$ cat src/rtl/neuron_pkg.sv
// rtl/neuron_pkg.sv - constants and state encoding shared by the frame loader and neuron core.
package neuron_pkg;

    localparam int INPUTS   = 32;
    localparam int N_STAGES = 2;

    localparam logic [7:0] HDR_INPUT  = 8'h00;
    localparam logic [7:0] HDR_WEIGHT = 8'h80;

    typedef enum logic [1:0] {
        ST_IDLE    = 2'd0,
        ST_PAYLOAD = 2'd1,
        ST_CHECK   = 2'd2
    } loader_state_t;

endpackage

$ cat src/rtl/neuron_frame_loader_shift.sv
// rtl/neuron_frame_loader_shift.sv - byte-wise staging shift register (frame_shift_reg).
// Byte k of a frame ends up in bits [8k+7:8k] once all INPUTS/8 bytes are shifted in.
module frame_shift_reg #(
    parameter int INPUTS  = 32,
    parameter int COUNT_W = 3
) (
    input  logic               clk,
    input  logic               reset,
    input  logic               i_clear,
    input  logic               i_shift,
    input  logic [7:0]         i_byte,
    output logic [INPUTS-1:0]  o_data,
    output logic [INPUTS-1:0]  o_next,
    output logic [COUNT_W-1:0] o_count
);

    logic [INPUTS-1:0]  r_data;
    logic [COUNT_W-1:0] r_count;
    logic [INPUTS-1:0]  w_next;

    generate
        if (INPUTS == 8) begin : g_single
            assign w_next = i_byte;
        end else begin : g_multi
            assign w_next = {i_byte, r_data[INPUTS-1:8]};
        end
    endgenerate

    always_ff @(posedge clk) begin
        if (reset || i_clear) begin
            r_data  <= '0;
            r_count <= '0;
        end else if (i_shift) begin
            r_data  <= w_next;
            r_count <= r_count + 1'b1;
        end
    end

    assign o_data  = r_data;
    assign o_next  = w_next;
    assign o_count = r_count;

endmodule

$ cat src/rtl/neuron_frame_loader.sv
// rtl/neuron_frame_loader.sv - header+payload byte stream to atomically committed x/w vectors.
// Optional trailing XOR checksum byte when LOADER_CHECKSUM_EN is defined.
module neuron_frame_loader #(
    parameter int INPUTS = 32
) (
    input  logic              clk,
    input  logic              reset,
    input  logic [7:0]        byte_in,
    input  logic              byte_valid,
    output logic [INPUTS-1:0] x,
    output logic              x_valid,
    output logic [INPUTS-1:0] w,
    output logic              w_loaded,
    output logic              frame_error,
    output logic              busy
);

    import neuron_pkg::*;

    localparam int N_BYTES = INPUTS / 8;
    localparam int COUNT_W = $clog2(N_BYTES + 1);

    loader_state_t      r_state;
    loader_state_t      w_next_state;
    logic               r_is_weight;
    logic               w_clear;
    logic               w_shift;
    logic               w_commit;
    logic               w_err;
    logic               w_last;
    logic [INPUTS-1:0]  w_stage;
    logic [INPUTS-1:0]  w_stage_next;
    logic [INPUTS-1:0]  w_commit_data;
    logic [COUNT_W-1:0] w_count;

    frame_shift_reg #(
        .INPUTS  (INPUTS),
        .COUNT_W (COUNT_W)
    ) u_stage (
        .clk     (clk),
        .reset   (reset),
        .i_clear (w_clear),
        .i_shift (w_shift),
        .i_byte  (byte_in),
        .o_data  (w_stage),
        .o_next  (w_stage_next),
        .o_count (w_count)
    );

    assign w_last = (w_count == COUNT_W'(N_BYTES - 1));

`ifdef LOADER_CHECKSUM_EN
    logic [7:0] r_csum;

    always_ff @(posedge clk) begin
        if (reset) begin
            r_csum <= '0;
        end else if (w_clear) begin
            r_csum <= byte_in;
        end else if (w_shift) begin
            r_csum <= r_csum ^ byte_in;
        end
    end

    // The staging register is already complete by the time the checksum byte arrives.
    assign w_commit_data = w_stage;
`else
    assign w_commit_data = w_stage_next;
`endif

    always_ff @(posedge clk) begin
        if (reset) begin
            r_state <= ST_IDLE;
        end else begin
            r_state <= w_next_state;
        end
    end

    always_comb begin
        w_next_state = r_state;
        w_clear      = 1'b0;
        w_shift      = 1'b0;
        w_commit     = 1'b0;
        w_err        = 1'b0;
        case (r_state)
            ST_IDLE: begin
                if (byte_valid) begin
                    if (byte_in == HDR_INPUT || byte_in == HDR_WEIGHT) begin
                        w_clear      = 1'b1;
                        w_next_state = ST_PAYLOAD;
                    end else begin
                        w_err = 1'b1;
                    end
                end
            end
            ST_PAYLOAD: begin
                if (byte_valid) begin
                    w_shift = 1'b1;
                    if (w_last) begin
`ifdef LOADER_CHECKSUM_EN
                        w_next_state = ST_CHECK;
`else
                        w_commit     = 1'b1;
                        w_next_state = ST_IDLE;
`endif
                    end
                end
            end
            ST_CHECK: begin
`ifdef LOADER_CHECKSUM_EN
                if (byte_valid) begin
                    w_next_state = ST_IDLE;
                    if (byte_in == r_csum) begin
                        w_commit = 1'b1;
                    end else begin
                        w_err = 1'b1;
                    end
                end
`else
                w_next_state = ST_IDLE;
`endif
            end
            default: w_next_state = ST_IDLE;
        endcase
    end

    always_ff @(posedge clk) begin
        if (reset) begin
            r_is_weight <= 1'b0;
            x           <= '0;
            w           <= '0;
            x_valid     <= 1'b0;
            w_loaded    <= 1'b0;
            frame_error <= 1'b0;
        end else begin
            x_valid     <= 1'b0;
            frame_error <= w_err;
            if (w_clear) begin
                r_is_weight <= (byte_in == HDR_WEIGHT);
            end
            if (w_commit) begin
                if (r_is_weight) begin
                    w        <= w_commit_data;
                    w_loaded <= 1'b1;
                end else begin
                    x       <= w_commit_data;
                    x_valid <= 1'b1;
                end
            end
        end
    end

    assign busy = (r_state != ST_IDLE);

endmodule

$ cat config.mk
export PLATFORM = sky130hd
export DESIGN_NAME = neuron_frame_loader
export DESIGN_NICKNAME = d
export VERILOG_FILES = /design/src/rtl/neuron_pkg.sv /design/src/rtl/neuron_frame_loader_shift.sv /design/src/rtl/neuron_frame_loader.sv
export SDC_FILE = /design/constraint.sdc
export NUM_CORES = 1
export LEC_CHECK = 0
export ABC_AREA = 1
export CAP_MARGIN = 40
export CELL_PAD_IN_SITES_DETAIL_PLACEMENT = 1
export CELL_PAD_IN_SITES_GLOBAL_PLACEMENT = 1
export CORE_AREA = 5 5 100 102
export CTS_BUF_LIST = sky130_fd_sc_hd__clkbuf_2
export CTS_CLUSTER_DIAMETER = 40
export DETAILED_ROUTE_END_ITERATION = 7
export DIE_AREA = 0 0 105 107
export PLACE_DENSITY_LB_ADDON = 0.1
export SLEW_MARGIN = 10
export SYNTH_ARGS = -nofsm -noshare
export SYNTH_HDL_FRONTEND = slang
export SYNTH_SLANG_ARGS = --single-unit
$ cat constraint.sdc
create_clock -name clk -period 3.8 [get_ports clk]
set_input_delay 0.76 -clock clk [delete_from_list [all_inputs] [get_ports clk]]
set_output_delay 0.76 -clock clk [all_outputs]
set_load 0.005 [all_outputs]
==> key figures, run 1 <==
Synthesis
  • Synthesis-stage register bit count: 96
  • Compound-gate portion of the synthesized area: 16.6%
  • Most instantiated library cell after synthesis: nor2_1
  • Cell taking the most area after synthesis: dfxtp_1
  • Gate Count Post-Synth: 447
  • Top FF cell, synth: dfxtp_1
  • Synth top area cells: dfxtp_1 55%, o21ai_0 11%, nor2_1 11%
  • Synth top area share: 55.4%
  • Post-synth top cells: 101 x nor2_1, 96 x dfxtp_1, 78 x o21ai_0, 46 x inv_1, 43 x nand2_1
  • Post-synthesis mux area share: 0%
  • Post-Syn Area: 0.00347 mm2
  • Adder-cell area share of the yosys netlist: 0.721%
  • Synth Warn #: 0
  • Simple-gate share of the synthesized area: 17.7%
  • Mapped Avg Cell Area: 7.76 um2
  • Xor-xnor portion of the synthesized cell area: 0.252%
  • Fraction of registers with async set/reset: 0%
  • Post-Syn Nets: 460
  • Yosys cell types: 17
  • Seq/Total Area, Yosys: 55.4%
  • Largest family of logic cells by synthesized area: simple AND/OR/NAND/NOR gates
  • Post-synth EDFFs: 0

STA
  • Final setup viols: 0
  • Setup tns final: 0 ns
  • Clock skew: 0.0399 ns
  • Hold slack: 0.500 ns
  • Worst-margin pin slew: 0.556 ns
  • Max Clock Freq: 0.398 GHz
  • Period utilisation layout: 66.1%
  • Min Tclk post-route: 2.51 ns
  • Slew Limit Fails: 0
  • Final Hold Fails: 0
  • RSZ-0062 raised after global routing: false
  • Slew margin rel.: 62.8%

Global routing
  • GR Util All Layers: 16.9%
  • Vias in the first global route: 3037
  • Antenna violations before repair: 0
  • Largest net degree at the start of global routing: 45
  • First-pass GRT wire length: 15400 um
  • Grt total ovfl: 0

Floorplanning
  • IO Pins: 79
  • Core area: 0.00902 mm2
  • Starting Density: 38.5%
  • Row count: 35
  • Die Area: 0.0112 mm2
  • Die X: 105 um
  • Chip height: 107 um

Setup path
  • Crit path from: r_state[0]$_SDFFE_PP0P_
  • Worst path buffer plus inverter count: 1
  • Setup CP Type: reg -> out
  • Reg2reg path depth: 7
  • CP cell instances: clkdlybuf4s50_1
  • Startpoint types: register
  • Critical path arrival: 1.75 ns
  • Crit path to: busy
  • Crit path depth: 1
  • Internal reg-to-reg setup slack: 1.84 ns
  • Crit path max-delay cell type: dfxtp_1
  • FF-to-FF Start: u_stage.o_count[0]$_SDFFE_PP0P_
  • FF-to-FF End: x[11]$_SDFFE_PP0P_
  • Crit end category: output port
  • Crit path max-delay family: flip-flops
  • Crit Path Max Fanout: 14
  • Largest stage delay on the critical path: 0.64 ns
  • CP Data Required Time: 3.04 ns

Clocking
  • Clock Sinks: 96
  • Total CTS buffers: 9
  • Post-CTS sizing: 0
  • H-tree depth: 3
  • Number of setup buffers added after CTS: 0
  • Clock Tree Root: clkbuf_2
  • CTS tree: yes
  • Hold buffers post-CTS: 0
  • Clock transition at path regs: 0.25 ns
  • Worst-case clock buffer depth: 2
  • Later-pin clock latency in the skew report: 0.55 ns

Hold path
  • Hold WC Path Type: reg -> reg
  • WHS Path Cells: 2
  • Hold path startpoint: u_stage.o_data[28]$_SDFFE_PP0P_

Pwr
  • Leakage power: 1.74 nW
  • Power per standard cell area: 354 mW/mm2
  • Worst vdd ir: 0.000193 V

Drt
  • Post-DR vias/cell: 4.89
  • Routed WL: 9370 um
  • DRT Pass-1 Iters: 4
  • Starting DRT DRC Count: 106
  • Uppermost layer routed: met4
  • Met3 WL: 420 um
  • Vias: 3093
  • Antenna-violating nets left: 0
  • Post-route DRC: 0
  • Routed wire per std cell: 14.8 um
  • Metal1 wirelength: 4490 um
  • WL met2: 4330 um

Cells and area
  • Multi-input gate area: 0.00122 mm2
  • Layout fillers: 1118
  • Fraction of layout cells with a size suffix above 1: 5.37%
  • FF/Latch Area: 0.00192 mm2
  • # diodes: 0
  • Area growth, synth to finish: 27.3%
  • Final net count: 529

Placement
  • HPWL Detailed: 6420 um
  • # port buffers: 78
  • GP Congestion: 0.743

Flow run
  • Max cap viols: 0

Status
  • Status: completed
metrics by stage:
stage / setup WS (ns) / instances / power (mW) / cell area (um2) / util, %
after floorplan: 2.19 / 447 / 1.05 / 3470 / -
after global placement: 1.13 / 616 / 1.07 / 4300 / 47.6
after detailed placement: 1.00 / 616 / 1.07 / 4300 / 47.6
after CTS: 1.25 / 632 / 1.58 / 4420 / 49.0
after global routing: 1.18 / 632 / 1.63 / 4420 / 49.0
final: 1.29 / 632 / 1.56 / 4420 / 49.0
area by class of cell:
class / instances / share of cell area, %
flip-flops and latches: 96 / 43.5
multi-input cells: 276 / 27.7
repair buffers: 85 / 18.9
inverters: 48 / 4.08
well taps: 111 / 3.14
clock inverters: 6 / 1.56
clock buffers: 10 / 1.13
worst min path at each step:
stage,end,slack [ns]
finish,x[20]$_SDFFE_PP0P_,0.50
global route,x[10]$_SDFFE_PP0P_,0.52
CTS,x[20]$_SDFFE_PP0P_,0.50
detailed placement,w_loaded$_SDFFE_PP0P_,0.47
global placement,w_loaded$_SDFFE_PP0P_,0.45
floorplan,x[10]$_SDFFE_PP0P_,0.46
per-layer routing:
layer / vias to the layer above / GRT usage [%]
met5: - / 0
met4: 0 / 6.03
met3: 11 / 3.07
met2: 60 / 27.4
met1: 1476 / 22.5
li1: 1546 / -
cell families after synthesis:
| group | count (synthesis) |
|---|---|
| and+or+nand+nor | 158 |
| AOI/OAI and AO/OA | 115 |
| DFF | 96 |
| buffers and inverters | 75 |
| adders and majority gates | 2 |
| xor gates and xnor gates | 1 |
cell usage in the layout, fill, tap and decap left out:
cell,instances
clkdlybuf4s50_1,78
xor2_1,1
bufinv_16,1
inv_1,46
nor2_2,2
o21ai_0,78
ha_1,2
inv_2,2
a21oi_1,34
dfxtp_1,96
nand2_2,1
nor2_1,101
buf_4,7
nand2_1,43
clkinv_2,1
nand3_1,11
clkbuf_2,10
inv_8,1
o21ai_1,3
clkinvlp_4,3
state kept, by name (all words and copies together), names as in the netlist:
signal,count
w_loaded,1
u_stage.o_count,3
r_state,1
w,32
frame_error,1
x,32
u_stage.o_data,24
x_valid,1
r_is_weight,1
report_power, final:
group          leakage (nW)  switching, mW  internal [mW]
registers             0.773       0.000437           1.01
logic                 0.904         0.0271         0.0150
clock network        0.0661          0.353          0.157
Note: power is estimated with default switching activity, not from simulation.
==> run 2, diff against run 1 <==
Settings changed: CORE_AREA 5 5 100 102 to 5 5 108 110, DIE_AREA 0 0 105 107 to 0 0 113 115.
Clock period 3.8 ns to 2.03 ns, I/O delays scaled along.
==> key figures, run 2 (synthesis results as in run 1) <==
Status
  • Status: completed

STA
  • Setup tns final: 0 ns (unchanged)
  • Period utilisation layout: 95.1%
  • Slew Limit Fails: 0 (unchanged)
  • Worst-margin pin slew: 0.392 ns (-0.164 ns)
  • Final setup viols: 0 (unchanged)
  • Max Clock Freq: 0.518 GHz
  • Clock skew: 0.0288 ns (-0.0110 ns)
  • Min Tclk post-route: 1.93 ns
  • RSZ-0062 raised after global routing: false
  • Final Hold Fails: 0 (unchanged)
  • Slew margin rel.: 73.9% (+11 points)

Cells and area
  • Final core utilization: 44.0% (-4.9 points)
  • Design area: 0.00467 mm2 (+5.7%)
  • Final net count: 542 (+2.5%)
  • # diodes: 0 (unchanged)
  • Layout fillers: 1319 (+18%)
  • Commonest non-fill, non-tap cell in the layout: nor2_1
  • Area growth, synth to finish: 34.5%
  • Most frequent cells in the layout: 101 x nor2_1, 95 x dfxtp_1, 78 x o21ai_0, 78 x clkdlybuf4s50_1, 46 x inv_1
  • Fraction of layout cells with a size suffix above 1: 7.87% (+2.5 points)

Clocking
  • Hold buffers post-CTS: 0 (unchanged)
  • Clock transition at path regs: 0.27 ns (+0.02 ns)
  • Clock Tree Root: clkbuf_2
  • Clock Sinks: 96 (unchanged)
  • Later-pin clock latency in the skew report: 0.57 ns (+0.02 ns)
  • Total CTS buffers: 9 (unchanged)
  • CTS tree: yes
  • Worst-case clock buffer depth: 2 (unchanged)
  • H-tree depth: 3 (unchanged)

Drt
  • Starting DRT DRC Count: 135 (+27%)
  • Post-DR vias/cell: 4.60 (-6.0%)
  • Antenna-violating nets left: 0 (unchanged)
  • Post-route DRC: 0 (unchanged)
  • Vias: 3101 (+0.26%)
  • Routed wire per std cell: 14.7 um (-0.51%)
  • DRT Pass-1 Iters: 4 (unchanged)
  • Routed WL: 9940 um (+6.1%)

Setup path
  • Worst path buffer plus inverter count: 1 (unchanged)
  • Setup CP Type: reg -> out
  • Startpoint types: register
  • Largest stage delay on the critical path: 0.53 ns (-0.11 ns)
  • Critical path arrival: 1.53 ns (-0.22 ns)
  • Crit path max-delay cell type: clkdlybuf4s50_1
  • Crit path max-delay family: buffers and inverters
  • Crit Path Max Fanout: 8 (-6)
  • CP cell instances: clkdlybuf4s50_1
  • CP Data Required Time: 1.62 ns (-1.42 ns)
  • Crit end category: output port

Floorplanning
  • Chip height: 115 um (+7.5%)
  • Starting Density: 32.7% (-5.7 points)
  • Die X: 113 um (+7.6%)
  • Core area: 0.0106 mm2 (+18%)
  • Row count: 38 (+8.6%)
  • Die Area: 0.0130 mm2 (+16%)
  • IO Pins: 79 (unchanged)

Pwr
  • Power per standard cell area: 711 mW/mm2 (+100%)
  • Leakage power: 1.86 nW (+6.6%)
  • Worst vdd ir: 0.000268 V (+39%)

Global routing
  • Antenna violations before repair: 0 (unchanged)
  • Vias in the first global route: 3135 (+3.2%)
  • Grt total ovfl: 0 (unchanged)
  • GR Util All Layers: 15.8% (-1.1 points)
  • First-pass GRT wire length: 16200 um (+5.0%)
  • Largest net degree at the start of global routing: 45 (unchanged)

Hold path
  • Hold WC Path Type: in -> reg

Flow run
  • Max cap viols: 0 (unchanged)

Placement
  • GP Congestion: 0.789 (+6.2%)
  • # port buffers: 78 (unchanged)
  • HPWL Detailed: 6970 um (+8.6%)
  • Cell Area, Placed: 0.00448 mm2 (+4.3%)
[run 2: cell count changes in the layout (fill, tap and decap cells not counted), sizes merged]
cell      before  now
buf            7   20
bufinv         1    4
clkbuf        10    9
clkinvlp       3    1
[run 2: metrics by stage]
step / std cells / power, mW / setup slack [ns] / hold slack [ns]
floorplan: 447 / 1.97 / 0.596 / 0.458
global placement: 658 / 2.03 / 0.160 / 0.458
detailed placement: 658 / 2.03 / 0.0921 / 0.462
CTS: 674 / 3.36 / 0.0557 / 0.441
global route: 674 / 3.44 / 0.0151 / 0.430
finish: 674 / 3.32 / 0.0986 / 0.482
[run 2: timing repair]
action / 4_1_cts / 5_1_grt
setup endpoints to repair: 1 / 0
resized for setup: 1 / 0
buffers inserted: 0 / 0
[run 2: per-layer routing]
metal | up-vias | wire length (um) | track usage (%)
li1 | 1577 | - | -
met1 | 1448 | 4860 | 21.0
met2 | 63 | 4500 | 25.4
met3 | 13 | 439 | 3.37
met4 | 0 | 141 | 5.53
met5 | - | 0 | 0
[run 2: path summary, 6_finish.rpt]
check	from	slack [ns]	depth (start not counted)	end
setup reg to reg	u_stage.o_count[0]$_SDFFE_PP0P_	0.40	7	w[20]$_SDFFE_PP0P_
hold reg to reg	w_loaded$_SDFFE_PP0P_	0.50	2	w_loaded$_SDFFE_PP0P_
setup / recovery	r_state[0]$_SDFFE_PP0P_	0.1	1	busy
hold / removal	byte_in[7]	0.48	3	x[31]$_SDFFE_PP0P_
[run 2: layout make-up]
cell class,count,area [um2],area share [%]
repair buffers,98,981,21.0
multi-input cells,276,1220,26.2
flip-flops and latches,96,1920,41.2
clock buffers,9,45.0,0.965
clock inverters,7,141,3.03
inverters,48,180,3.86
well taps,140,175,3.75
[run 2: where the power goes]
part	switching, mW	internal [mW]
sequential	0.000803	1.89
clock	0.667	0.654
combinational	0.0563	0.0472
total	0.724	2.59
==> run 3, diff against run 2 <==
Settings changed: CORE_AREA 5 5 108 110 to 5 5 103 105, DIE_AREA 0 0 113 115 to 0 0 108 110.
Clock period 2.03 ns to 1.9 ns, I/O delays scaled along.
==> key figures, run 3 (synthesis results as in run 1) <==
Status
  • Status: completed

Drt
  • Routed wire per std cell: 15.0 um (+1.9%)
  • Post-DR vias/cell: 4.65 (+1.2%)
  • Routed WL: 10000 um (+1.1%)
  • Starting DRT DRC Count: 120 (-11%)
  • DRT Pass-1 Iters: 4 (unchanged)
  • Post-route DRC: 0 (unchanged)
  • Antenna-violating nets left: 0 (unchanged)
  • Vias: 3114 (+0.42%)

STA
  • Slew margin rel.: 78.9% (+5.0 points)
  • Slew Limit Fails: 0 (unchanged)
  • Setup tns final: 0 ns (unchanged)
  • Final worst slack: 0.139 ns (+0.0400 ns)
  • Clock skew: 0.0489 ns (+0.0201 ns)
  • Period utilisation layout: 92.7%
  • Max Clock Freq: 0.568 GHz
  • Worst-margin pin slew: 0.317 ns (-0.0752 ns)
  • RSZ-0062 raised after global routing: false
  • Hold slack: 0.481 ns (-0.00139 ns)
  • Final setup viols: 0 (unchanged)
  • Final Hold Fails: 0 (unchanged)
  • Min Tclk post-route: 1.76 ns

Setup path
  • Setup CP Type: reg -> out
  • Internal reg-to-reg setup slack: 0.23 ns (-0.17 ns)
  • CP cell instances: clkdlybuf4s50_1
  • Crit path max-delay cell type: clkdlybuf4s50_1
  • Crit end category: output port
  • Crit Path Max Fanout: 2 (-6)
  • Startpoint types: register
  • Critical path arrival: 1.38 ns (-0.15 ns)
  • Crit path max-delay family: buffers and inverters
  • CP Data Required Time: 1.52 ns (-0.10 ns)
  • Worst path buffer plus inverter count: 1 (unchanged)
  • Largest stage delay on the critical path: 0.50 ns (-0.03 ns)

Pwr
  • NetSw: 0.732 mW (+1.1%)
  • Sequential Power Share: 68.0% (+11 points)
  • Worst vdd ir: 0.000312 V (+16%)
  • Clock share of power: 28.5% (-11 points)
  • Comb power frac: 3.5% (+0.4 points)
  • Power per standard cell area: 621 mW/mm2 (-13%)
  • Internal power: 2.24 mW (-14%)
  • Power, Total: 2.97 mW (-11%)
  • Switch share: 24.7% (+2.9 points)
  • Leakage power: 2.76 nW (+49%)

Floorplanning
  • Die X: 108 um (-4.4%)
  • Chip height: 110 um (-4.3%)
  • Die Area: 0.0119 mm2 (-8.6%)
  • Starting Density: 36.3% (+3.6 points)
  • Row count: 36 (-5.3%)
  • Core area: 0.00955 mm2 (-9.9%)
  • IO Pins: 79 (unchanged)

Cells and area
  • Fraction of layout cells with a size suffix above 1: 18.8% (+11 points)
  • Final net count: 545 (+0.55%)
  • # diodes: 0 (unchanged)
  • Design area: 0.00478 mm2 (+2.4%)
  • Final non-filler cell total: 669 (-0.74%)
  • Final core utilization: 50.1% (+6.0 points)
  • Area growth, synth to finish: 37.7%
  • Commonest non-fill, non-tap cell in the layout: nor2_1
  • Most frequent cells in the layout: 101 x nor2_1, 78 x o21ai_0, 58 x dfxtp_2, 48 x dlymetal6s2s_1, 46 x inv_1

Clocking
  • Clock transition at path regs: 0.28 ns (about the same)
  • H-tree depth: 3 (unchanged)
  • CTS tree: yes
  • Total CTS buffers: 9 (unchanged)
  • Clock Tree Root: clkbuf_2
  • Worst-case clock buffer depth: 2 (unchanged)
  • Later-pin clock latency in the skew report: 0.53 ns (-0.04 ns)
  • Clock Sinks: 96 (unchanged)
  • Hold buffers post-CTS: 0 (unchanged)

Global routing
  • Antenna violations before repair: 0 (unchanged)
  • Grt total ovfl: 0 (unchanged)
  • GR Util All Layers: 17.7% (+1.9 points)
  • First-pass GRT wire length: 16600 um (+2.8%)
  • Vias in the first global route: 3292 (+5.0%)
  • Largest net degree at the start of global routing: 45 (unchanged)

Placement
  • Placed Instances: 651 (-1.1%)
  • # port buffers: 78 (unchanged)
  • Placement Setup Slack: 0.0638 ns (-0.0283 ns)
  • Cell Area, Placed: 0.00448 mm2 (about the same)
  • HPWL Detailed: 6980 um (about the same)
  • GP Congestion: 0.747 (-5.3%)

Hold path
  • Hold WC Path Type: in -> reg

Flow run
  • Max cap viols: 0 (unchanged)
run 3: cell types whose count changed in the layout (fill, tap and decap cells not counted), moves of 3 or more:
cell             delta
dlymetal6s2s_1     +48
bufinv_16           -4
buf_4               +3
clkdlybuf4s50_1    -48
dfxtp_1            -58
dfxtp_2            +57
run 3: layout make-up:
class,instances,area (um2)
fill,1185,4770
multi-input combinational,276,1230
sequential,96,2000
clock buffer,10,50.0
tap,133,166
clock inverter,5,33.8
timing repair buffer,101,1120
inverter,48,180
run 3: worst paths after layout:
check | start | endpoint | depth (start not counted)
setup / recovery | w[7]$_SDFFE_PP0P_ | w[7] | 1
hold reg to reg | w_loaded$_SDFFE_PP0P_ | w_loaded$_SDFFE_PP0P_ | 2
hold / removal | reset | r_state[0]$_SDFFE_PP0P_ | 2
setup reg to reg | u_stage.o_count[0]$_SDFFE_PP0P_ | x[3]$_SDFFE_PP0P_ | 7
run 3: power by group through the flow:
stage	clock network [mW]	logic (mW)	registers [mW]
floorplan	0	0.0409	2.06
global placement	0	0.105	2.06
detailed placement	0	0.106	2.06
CTS	0.879	0.106	2.02
global route	0.980	0.116	2.02
finish	0.845	0.105	2.02
run 3: repair_timing:
item / 4_1_cts / 5_1_grt
resized for setup: 3 / 105
setup endpoints to repair: 2 / 59
setup buffers: 1 / 2
pin swaps: 0 / 0
run 3: worst register-to-register path, cell delays in order, from the launching register on:
cell	delay (ns)
dfxtp_1	0.41
ha_1	0.16
ha_1	0.18
nand3_1	0.16
nor2_2	0.23
buf_4	0.25
o21ai_0	0.10
nor2_1	0.13
run 3: per-layer routing:
layer	up-vias	GRT usage [%]	share of wire (%)
li1	1574	-	-
met1	1477	24.4	50
met2	61	28.4	46
met3	2	4.43	3.7
met4	0	3.70	0.44
met5	-	0	0
